$ cat src/rtl/change_dispenser_pkg.sv
// Shared kind codes, denomination values, FSM encoding and motor mapping
// for the change dispenser.
package change_pkg;

  localparam logic [1:0] KIND_1000 = 2'd0;
  localparam logic [1:0] KIND_500  = 2'd1;
  localparam logic [1:0] KIND_100  = 2'd2;
  localparam logic [1:0] KIND_50   = 2'd3;

  typedef enum logic [1:0] {
    ST_IDLE = 2'd0,
    ST_FIRE = 2'd1,
    ST_GAP  = 2'd2
  } state_t;

  function automatic logic [15:0] denomValue(input logic [1:0] kind);
    logic [15:0] value;
    case (kind)
      KIND_1000: value = 16'd1000;
      KIND_500:  value = 16'd500;
      KIND_100:  value = 16'd100;
      default:   value = 16'd50;
    endcase
    return value;
  endfunction

  function automatic logic [3:0] motorOneHot(input logic [1:0] kind);
    return 4'b0001 << kind;
  endfunction

endpackage

$ cat src/rtl/change_dispenser_if.sv
// Change-pulse interface between the vending control unit (master) and
// the change dispenser (slave), including refill and status signals.
interface change_dispenser_if #(
  parameter int INV_W = 8
);
  logic             in1000Won;
  logic             in500Won;
  logic             in100Won;
  logic             in50Won;
  logic             inRefill;
  logic [1:0]       inRefillKind;
  logic [INV_W-1:0] inRefillCnt;
  logic [3:0]       motorEn;
  logic             busy;
  logic             fifoFull;
  logic             overflow;
  logic             errMulti;
  logic             shortage;
  logic [3:0]       coinEmpty;
  logic [15:0]      outPaid;

  modport master (
    output in1000Won, in500Won, in100Won, in50Won,
    output inRefill, inRefillKind, inRefillCnt,
    input  motorEn, busy, fifoFull, overflow, errMulti, shortage, coinEmpty, outPaid
  );

  modport slave (
    input  in1000Won, in500Won, in100Won, in50Won,
    input  inRefill, inRefillKind, inRefillCnt,
    output motorEn, busy, fifoFull, overflow, errMulti, shortage, coinEmpty, outPaid
  );
endinterface

$ cat src/rtl/change_dispenser_coin_fifo.sv
// Small synchronous FIFO of 2-bit coin kind codes; a push while full is
// accepted only when a pop frees the head slot at the same edge.
module coin_fifo #(
  parameter int DEPTH = 8
) (
  input  logic       clk_i,
  input  logic       rst_i,
  input  logic       push_i,
  input  logic       pop_i,
  input  logic [1:0] din_i,
  output logic [1:0] dout_o,
  output logic       full_o,
  output logic       empty_o
);
  localparam int AW = $clog2(DEPTH);

  logic [1:0]  mem [DEPTH];
  logic [AW:0] wrPtr_q, wrPtr_d;
  logic [AW:0] rdPtr_q, rdPtr_d;
  logic        wrEn, rdEn;

  assign empty_o = (wrPtr_q == rdPtr_q);
  assign full_o  = (wrPtr_q[AW] != rdPtr_q[AW]) && (wrPtr_q[AW-1:0] == rdPtr_q[AW-1:0]);
  assign dout_o  = mem[rdPtr_q[AW-1:0]];

  always_comb begin
    wrEn    = push_i && (!full_o || pop_i);
    rdEn    = pop_i && !empty_o;
    wrPtr_d = wrEn ? wrPtr_q + (AW+1)'(1) : wrPtr_q;
    rdPtr_d = rdEn ? rdPtr_q + (AW+1)'(1) : rdPtr_q;
  end

  always_ff @(posedge clk_i or posedge rst_i) begin
    if (rst_i) begin
      wrPtr_q <= '0;
      rdPtr_q <= '0;
    end else begin
      wrPtr_q <= wrPtr_d;
      rdPtr_q <= rdPtr_d;
    end
  end

  always_ff @(posedge clk_i) begin
    if (wrEn) mem[wrPtr_q[AW-1:0]] <= din_i;
  end
endmodule

$ cat src/rtl/change_dispenser.sv
// Queues coin requests, pulses one hopper motor per coin with a recovery
// gap, and tracks per-denomination inventory plus total won paid out.
module change_dispenser
  import change_pkg::*;
#(
  parameter int FIFO_DEPTH   = 8,
  parameter int PULSE_CYCLES = 4,
  parameter int GAP_CYCLES   = 2,
  parameter int INV_W        = 8,
  parameter int INIT_COUNT   = 20
) (
  input  logic clk_i,
  input  logic rst_i,
  change_dispenser_if.slave bus
);
  localparam int PCW = (PULSE_CYCLES > 1) ? $clog2(PULSE_CYCLES) : 1;
  localparam int GCW = (GAP_CYCLES > 1) ? $clog2(GAP_CYCLES) : 1;
  localparam int SW  = INV_W + 1;

  state_t           state_q, state_d;
  logic [PCW-1:0]   pulseCnt_q, pulseCnt_d;
  logic [GCW-1:0]   gapCnt_q, gapCnt_d;
  logic [1:0]       curKind_q, curKind_d;
  logic [3:0]       motor_q, motor_d;
  logic [15:0]      paid_q, paid_d;
  logic             shortage_q, shortage_d;
  logic             errMulti_q, overflow_q;
  logic [INV_W-1:0] inv_q [4];
  logic [INV_W-1:0] inv_d [4];
  logic [SW-1:0]    addCnt [4];
  logic [SW-1:0]    sum [4];

  logic [3:0] req;
  logic       anyReq, multiReq, popNow, dec;
  logic [1:0] reqKind, headKind;
  logic       fifoFull, fifoEmpty;

  // Bit index of req equals the kind code, so 1000 won has the highest priority.
  assign req      = {bus.in50Won, bus.in100Won, bus.in500Won, bus.in1000Won};
  assign anyReq   = |req;
  assign multiReq = (req & (req - 4'd1)) != 4'd0;

  always_comb begin
    reqKind = KIND_50;
    if (req[2]) reqKind = KIND_100;
    if (req[1]) reqKind = KIND_500;
    if (req[0]) reqKind = KIND_1000;
  end

  coin_fifo #(.DEPTH(FIFO_DEPTH)) u_fifo (
    .clk_i  (clk_i),
    .rst_i  (rst_i),
    .push_i (anyReq),
    .pop_i  (popNow),
    .din_i  (reqKind),
    .dout_o (headKind),
    .full_o (fifoFull),
    .empty_o(fifoEmpty)
  );

  // The last gap cycle can pop directly so coins sit PULSE+GAP cycles apart.
  always_comb begin
    state_d    = state_q;
    pulseCnt_d = pulseCnt_q;
    gapCnt_d   = gapCnt_q;
    curKind_d  = curKind_q;
    motor_d    = motor_q;
    paid_d     = paid_q;
    shortage_d = 1'b0;
    dec        = 1'b0;
    popNow     = 1'b0;
    case (state_q)
      ST_FIRE: begin
        if (pulseCnt_q == '0) begin
          motor_d  = 4'b0000;
          dec      = 1'b1;
          paid_d   = paid_q + denomValue(curKind_q);
          state_d  = ST_GAP;
          gapCnt_d = GCW'(GAP_CYCLES - 1);
        end else begin
          pulseCnt_d = pulseCnt_q - PCW'(1);
        end
      end
      ST_GAP: begin
        if (gapCnt_q == '0) state_d = ST_IDLE;
        else                gapCnt_d = gapCnt_q - GCW'(1);
      end
      default: ;
    endcase
    if (((state_q == ST_IDLE) || ((state_q == ST_GAP) && (gapCnt_q == '0))) && !fifoEmpty) begin
      popNow = 1'b1;
      if (inv_q[headKind] != '0) begin
        state_d    = ST_FIRE;
        motor_d    = motorOneHot(headKind);
        curKind_d  = headKind;
        pulseCnt_d = PCW'(PULSE_CYCLES - 1);
      end else begin
        shortage_d = 1'b1;
        state_d    = ST_IDLE;
      end
    end
  end

  always_comb begin
    for (int k = 0; k < 4; k++) begin
      addCnt[k] = (bus.inRefill && (bus.inRefillKind == 2'(k))) ? {1'b0, bus.inRefillCnt} : '0;
      sum[k]    = {1'b0, inv_q[k]} + addCnt[k] - (((dec && (curKind_q == 2'(k)))) ? SW'(1) : SW'(0));
      inv_d[k]  = sum[k][INV_W] ? '1 : sum[k][INV_W-1:0];
    end
  end

  always_ff @(posedge clk_i or posedge rst_i) begin
    if (rst_i) begin
      state_q    <= ST_IDLE;
      pulseCnt_q <= '0;
      gapCnt_q   <= '0;
      curKind_q  <= KIND_1000;
      motor_q    <= 4'b0000;
      paid_q     <= 16'd0;
      shortage_q <= 1'b0;
      errMulti_q <= 1'b0;
      overflow_q <= 1'b0;
      for (int k = 0; k < 4; k++) inv_q[k] <= INV_W'(INIT_COUNT);
    end else begin
      state_q    <= state_d;
      pulseCnt_q <= pulseCnt_d;
      gapCnt_q   <= gapCnt_d;
      curKind_q  <= curKind_d;
      motor_q    <= motor_d;
      paid_q     <= paid_d;
      shortage_q <= shortage_d;
      errMulti_q <= multiReq;
      overflow_q <= overflow_q | (anyReq && fifoFull && !popNow);
      for (int k = 0; k < 4; k++) inv_q[k] <= inv_d[k];
    end
  end

  always_comb begin
    for (int k = 0; k < 4; k++) bus.coinEmpty[k] = (inv_q[k] == '0);
  end

  assign bus.motorEn  = motor_q;
  assign bus.busy     = (state_q != ST_IDLE) | ~fifoEmpty;
  assign bus.fifoFull = fifoFull;
  assign bus.overflow = overflow_q;
  assign bus.errMulti = errMulti_q;
  assign bus.shortage = shortage_q;
  assign bus.outPaid  = paid_q;
endmodule

$ cat src/flat_wrapper.sv
// flat-port wrapper written by rule: the top's interface ports become plain ports
module change_dispenser_flat import change_pkg::*;
#(
  parameter int FIFO_DEPTH   = 8,
  parameter int PULSE_CYCLES = 4,
  parameter int GAP_CYCLES   = 2,
  parameter int INV_W        = 8,
  parameter int INIT_COUNT   = 20
)
  (clk_i, rst_i, bus_in1000Won, bus_in500Won, bus_in100Won, bus_in50Won, bus_inRefill, bus_inRefillKind, bus_inRefillCnt, bus_motorEn, bus_busy, bus_fifoFull, bus_overflow, bus_errMulti, bus_shortage, bus_coinEmpty, bus_outPaid);
  change_dispenser_if #(.INV_W(INV_W)) bus_i ();
  input  logic clk_i;
  input  logic rst_i;
  input wire logic [$bits(bus_i.in1000Won)-1:0] bus_in1000Won;
  input wire logic [$bits(bus_i.in500Won)-1:0] bus_in500Won;
  input wire logic [$bits(bus_i.in100Won)-1:0] bus_in100Won;
  input wire logic [$bits(bus_i.in50Won)-1:0] bus_in50Won;
  input wire logic [$bits(bus_i.inRefill)-1:0] bus_inRefill;
  input wire logic [$bits(bus_i.inRefillKind)-1:0] bus_inRefillKind;
  input wire logic [$bits(bus_i.inRefillCnt)-1:0] bus_inRefillCnt;
  output wire logic [$bits(bus_i.motorEn)-1:0] bus_motorEn;
  output wire logic [$bits(bus_i.busy)-1:0] bus_busy;
  output wire logic [$bits(bus_i.fifoFull)-1:0] bus_fifoFull;
  output wire logic [$bits(bus_i.overflow)-1:0] bus_overflow;
  output wire logic [$bits(bus_i.errMulti)-1:0] bus_errMulti;
  output wire logic [$bits(bus_i.shortage)-1:0] bus_shortage;
  output wire logic [$bits(bus_i.coinEmpty)-1:0] bus_coinEmpty;
  output wire logic [$bits(bus_i.outPaid)-1:0] bus_outPaid;
  assign bus_i.in1000Won = bus_in1000Won;
  assign bus_i.in500Won = bus_in500Won;
  assign bus_i.in100Won = bus_in100Won;
  assign bus_i.in50Won = bus_in50Won;
  assign bus_i.inRefill = bus_inRefill;
  assign bus_i.inRefillKind = bus_inRefillKind;
  assign bus_i.inRefillCnt = bus_inRefillCnt;
  assign bus_motorEn = bus_i.motorEn;
  assign bus_busy = bus_i.busy;
  assign bus_fifoFull = bus_i.fifoFull;
  assign bus_overflow = bus_i.overflow;
  assign bus_errMulti = bus_i.errMulti;
  assign bus_shortage = bus_i.shortage;
  assign bus_coinEmpty = bus_i.coinEmpty;
  assign bus_outPaid = bus_i.outPaid;
  change_dispenser #(.FIFO_DEPTH(FIFO_DEPTH), .PULSE_CYCLES(PULSE_CYCLES), .GAP_CYCLES(GAP_CYCLES), .INV_W(INV_W), .INIT_COUNT(INIT_COUNT)) u_core (.clk_i(clk_i), .rst_i(rst_i), .bus(bus_i));
endmodule
$ cat config.mk
export PLATFORM = sky130hd
export DESIGN_NAME = change_dispenser_flat
export DESIGN_NICKNAME = d
export VERILOG_FILES = /design/src/rtl/change_dispenser_pkg.sv /design/src/rtl/change_dispenser_if.sv /design/src/rtl/change_dispenser_coin_fifo.sv /design/src/rtl/change_dispenser.sv /design/src/flat_wrapper.sv
export SDC_FILE = /design/constraint.sdc
export NUM_CORES = 1
export LEC_CHECK = 0
export BUFFER_PORTS_ARGS = -buffer_cell sky130_fd_sc_hd__buf_2
export CAP_MARGIN = 40
export CORE_UTILIZATION = 55
export CTS_BUF_LIST = sky130_fd_sc_hd__clkbuf_16
export DETAILED_ROUTE_END_ITERATION = 10
export PLACE_DENSITY_LB_ADDON = 0.3
export SKIP_LAST_GASP = 1
export SYNTH_ARGS = -nofsm -noshare
export SYNTH_HDL_FRONTEND = slang
export SYNTH_SLANG_ARGS = --single-unit
$ cat constraint.sdc
create_clock -name clk_i -period 3.3 [get_ports clk_i]
set_clock_uncertainty 0.2 [all_clocks]
set_input_delay 0.33 -clock clk_i [delete_from_list [all_inputs] [get_ports clk_i]]
set_output_delay 0.33 -clock clk_i [all_outputs]
set_load 0.05 [all_outputs]
### Word level (Yosys, flattened, before mapping)

Memory sizes are Yosys's and may differ from the RTL's.
Index checks and enable logic that the tools add are counted.

* $add $sub $neg: 14
* multipliers: 0
* divide/modulo/power cells: 0
* order comparisons: 1
* equal/unequal tests: 14
* shift operators: 1
* multiplexer cells: 44
* bitwise operators: 6
* reductions and logical operators: 38

Operator list (count)
* $mux 8: 10
* $add 8x9->9: 4
* $sub 9x9->9: 4
* $logic_not 8->1: 4
* $mux 16: 2
* $pmux 10 s3: 1
* $mux 2: 9
* $add 16x16->16: 1
* $bmux 8 s2: 1
* $mux 4: 4
* $logic_and 1x1->1: 15
* $mux 1: 15
* $eq 2x2->1 const B: 5
* $add 4x1->4 const B: 2
* $logic_not 2->1: 4
* $reduce_bool 8->1: 1
* $eq 2x1->1 const B: 3
* $reduce_and 2->1: 3
* $and 4x4->4: 1
* $eq 4x4->1: 1
* $pmux 2 s2: 1
* $reduce_bool 2->1: 2
* $reduce_bool 4->1: 1
* $reduce_or 4->1: 1
* other kinds (18): 23

* register bits: 70
* latch bits: 0
* RAM bits: 16
* ROM bits: 0
* input port bits: 17
* output and inout port bits: 29
* logic and storage cells: 134
* memories: 1

Memories
* u_core.u_fifo.mem: words 8, width 2, rd ports 1, clocked after Yosys merged registers in 0, write ports 1, RTL line change_dispenser_coin_fifo.sv:17 `logic [1:0] mem [DEPTH];`

### Longest topological paths before layout

* word-level depth: 9
* depth in mapped cells: 13
* gate-level depth less buffers: 13

### Cells and area by module

A second synthesis with hierarchy kept.

* cells, all modules: 674
* area total of the unflattened synthesis: 6306.0 µm²

Modules (own cells, without submodules)
* change_dispenser: instances 1, cells an instance 591, area an instance 5069.9 µm², seq. area each 1536.5 µm²
* coin_fifo: instances 1, cells an instance 83, area an instance 1236.2 µm², seq. area each 680.7 µm²

### Worst setup path before layout

Ideal clock, no wire load.

* kind: reg-to-reg
* start: register u_core.state_q[1]
* end: register u_core.inv_q[0] (netlist name)
* library setup time: 0.136 ns
* data arrival time: 3.308 ns
* path slack: -0.344 ns
* stages on the path, launching flop included: 14
* path through: dfrtp_1 > nand2b_1 > nor3_1 > and2_1 > ha_1 > inv_1 > ha_1 > fa_1 > a21o_1 > a21oi_1 > o21ai_0 > o41ai_1 > xor2_1 > nand2b_1

RTL lines
* start: declaration: RTL line change_dispenser.sv:20 `state_t state_q, state_d;`
* start signal: assignment: RTL line change_dispenser.sv:125 `state_q <= state_d;`
* end: declaration: RTL line change_dispenser.sv:28 `logic [INV_W-1:0] inv_q [4];`

==> metrics.md <==
| Metric | Value |
|---|---|
| Full die area | around 11000 sq um |
| Clk slew on worst S/H paths | 0.06 ns |
| Largest net degree at the start of global routing | 43 |
| GPL Wtd Cong | 0.851 |
| Seq cells post-synth | 85 |
| Worst r2r path cells | 14 |
| Sequential-to-total area share from yosys stat | 0.381 |
| Final WS setup | 0.105 ns |
| Final Instance Area | 6720 sq um |
| Fin cells | 835 |
| Fin Setup TNS | 0 ns |
| Die width | 105 microns |
| First-pass GRT wire length | around 20000 microns |
| Crit path launch | u_core.curKind_q[0] |
| Number of rows in the core area | 37 |
| Number of sinks on the clock net | 85 |
| Antenna cell count | 0 |
| Post-layout min period | 3.19 ns |
| Maxcap violations | 0 |
| Mapped Area | 5820 sq um |
| Vias/cell | 5.26 |
| Post-DP HPWL | roughly 9300 microns |
| Required time worst endpoint | 3.32 ns |
| Leak pwr | roughly 3.5 nW |
| Worst R2R End | u_core.inv_q[1] |
| DP Area | 6350 sq um |
| Fin. Hold Viols | 0 |
| Final period util | 0.968 |
| Vias in the first global route | 4414 |
| Crit path DAT | around 3.2 ns |
| Reg-to-reg slack, setup | 0.11 ns |
| Cell Count Post-Placement | slightly above 800 |
| Area delta synth->final | 15.4% |
| RSZ-0062 raised after global routing | true |
| Status | finished, final reports clean |
| Initial antenna violation count | 0 |
| Vias | 4392 |
| Cell at the root of the clock tree | clkbuf_16 |
| Critical path capture point type | flip-flop |
| Layout cells sized above 1 | 0.182 |
| Core ar. | 10300 sq um |
| Cells after Synth | ~630 |
| Top-area cell type share of the netlist area | 0.262 |
| Worst Hold Launch | bus_in500Won |
| Fin nets | between 700 and 800 |
| EDFF count, synth | 16 |
| Average size of a mapped cell | 9.31 sq um |
| Worst-Margin Slew | 0.580 ns |
| GRT overflow | 0 |
| Most frequent cell after synthesis | inv_1 |
| WS Path Type | reg2reg |
| CTS Buf Count | 9 |
| Final setup fails | 0 |
| VDD IR max | 0.636 mV |
| Reg2reg start | u_core.curKind_q[0] |
| Syn nets | 727 |
| Max_slew headroom | 0.613 |
| CTS tree | done |
| Fmax | roughly 310 MHz |
| Fin. max-slew vios | 0 |
| Input/output buffers | 44 |
| Crit-path max FO | 8 |
| Top cells by area, synth | dfrtp_1, ha_1, edfxtp_1 |
| Power per cell area | between 1000 and 1500 nW/um^2 |
| Post-Place Setup Slack | -0.180 ns |
| Number of I/O pins | 46 |
| Initial DRC count | around 140 |
| Global Route Usage Sum | 0.234 |
| Synth warnings | 0 |
| Initial Utilization | 0.566 |
| Drt wl/cell | 14.2 microns |
| WL final | 11900 microns |
| Post-synth cell types | 46 |
| Commonest cells in the netlist | inv_1, nand2_1, ha_1 |
| Startpoint types | flip-flop |
| Most used flip-flop cell after synthesis | dfrtp_1 |
| Die H | 105 microns |
| Hold path cells | 3 |
| Clock Latency Late Sink | 0.35 ns |
| Clock buffer depth | 2 |
| Post-DRT Antenna Nets | 0 |
| DR pass1 iterations | 4 |
| Power Total | about 7.5 mW |
| H-tree depth | 3 |
| DRC viols | 0 |
| Hold Crit Class | in2reg |
| Yosys top cell by area | dfrtp_1 |
| WHS Endpoint | u_core.bus.errMulti |
| Asr flop ratio synth | 0.812 |
## state kept, by name, summed over array words and instances (netlist names)
register	count
u_core.bus.motorEn	4
u_core.u_fifo.mem	16
u_core.pulseCnt_q	2
u_core.bus.overflow	1
u_core.gapCnt_q	1
u_core.u_fifo.rdPtr_q	4
u_core.u_fifo.wrPtr_q	4
u_core.bus.outPaid	15
u_core.state_q	2
u_core.inv_q	32
u_core.bus.shortage	1
u_core.bus.errMulti	1
u_core.curKind_q	2
## placed cells by master, fill, tap and decap left out, types with 4 or more instances in the layout
cell type  synthesis  routed
inv_1            102     100
nand2_1           96      96
ha_1              80      77
dfrtp_1           61      61
nor2_1            51      51
buf_2              0      44
xor2_1            37      37
buf_4              1      22
o21ai_0           20      16
edfxtp_1          16      16
xnor2_1           15      15
nor3_1            15      14
nand2b_1          13      12
a21o_1            11      11
a21oi_1           14      10
clkbuf_16          0       9
or4_1              8       8
dfstp_2            8       8
and2_1             8       7
o41ai_2            1       5
mux2_2             5       5
a21oi_2            0       4
nand3_1            4       4
o41ai_1            8       4
fa_2               0       4
## report_power, final
group,switching [mW],leakage [nW],internal (mW)
clock,0.440,0.134,0.519
sequential,0.320,0.932,1.54
combinational,2.71,2.40,1.95
## area by class of cell
| class | instances | area (sq um) |
|---|---|---|
| fillers | 831 | 3560 |
| multi-input cells | 429 | 3270 |
| flip-flops and latches | 85 | 2220 |
| repair buffers | 67 | 395 |
| inverters | 102 | 383 |
| clock buffers | 9 | 225 |
| well taps | 136 | 170 |
| clock inverters | 7 | 57.6 |
## worst max-delay path by stage
stage,to,slack [ns],cells after the start
after CTS,u_core.inv_q[9],0.008,14
final,u_core.inv_q[1],0.11,14
after global routing,u_core.inv_q[17],-0.03,14
after global placement,u_core.inv_q[19],-0.05,14
after floorplan,u_core.inv_q[8],0.005,13
after detailed placement,u_core.inv_q[17],-0.18,14
## cells by family (layout without fill, tap and decap cells)
logic type / count (synthesis) / after routing / synth area share
AO/OA/AOI/OAI: 66 / 66 / 0.0770
adder cells (fa/ha/maj): 86 / 86 / 0.191
multiplexers: 13 / 13 / 0.0351
flip-flops: 85 / 85 / 0.381
other: 1 / 1 / 0.000645
buffers and inverters: 111 / 185 / 0.0748
AND/OR/NAND/NOR: 211 / 211 / 0.162
XOR/XNOR: 52 / 52 / 0.0783
## what timing repair did
action | 4_1_cts | 5_1_grt
gates resized for setup | 0 | 6
gates cloned | 0 | 0
hold buffers | 1 | 0
endpoints found under the setup margin | 12 | 32
endpoints found under the hold margin | 27 | 0
setup buffers | 2 | 6
pin swaps | 5 | 10
## routing by layer
| metal | GRT usage | up-vias | wire [microns] |
|---|---|---|---|
| met3 | 0.0580 | 22 | 389 |
| met2 | 0.409 | 58 | 5900 |
| li1 | - | 2195 | - |
| met5 | 0 | - | 0 |
| met4 | 0.0885 | 0 | 237 |
| met1 | 0.276 | 2117 | 5360 |
## critical path, stage by stage (launching register included)
cell	delay, ns
dfrtp_1	0.40
buf_4	0.14
ha_2	0.18
and2_4	0.15
ha_1	0.26
inv_1	0.04
ha_2	0.18
fa_2	0.35
a21o_1	0.20
a21oi_2	0.18
o21ai_2	0.09
o41ai_2	0.28
xor2_1	0.17
buf_4	0.16
nand2b_1	0.07
## metrics by stage
| stage | hold slack, ns | utilization |
|---|---|---|
| global placement | 0.00852 | 0.618 |
| finish | 0.0518 | 0.653 |
| global route | 0.0629 | 0.653 |
| floorplan | 0.260 | - |
| CTS | 0.0423 | 0.648 |
| detailed placement | 0.0109 | 0.618 |
(Power assumes the default switching activity.)
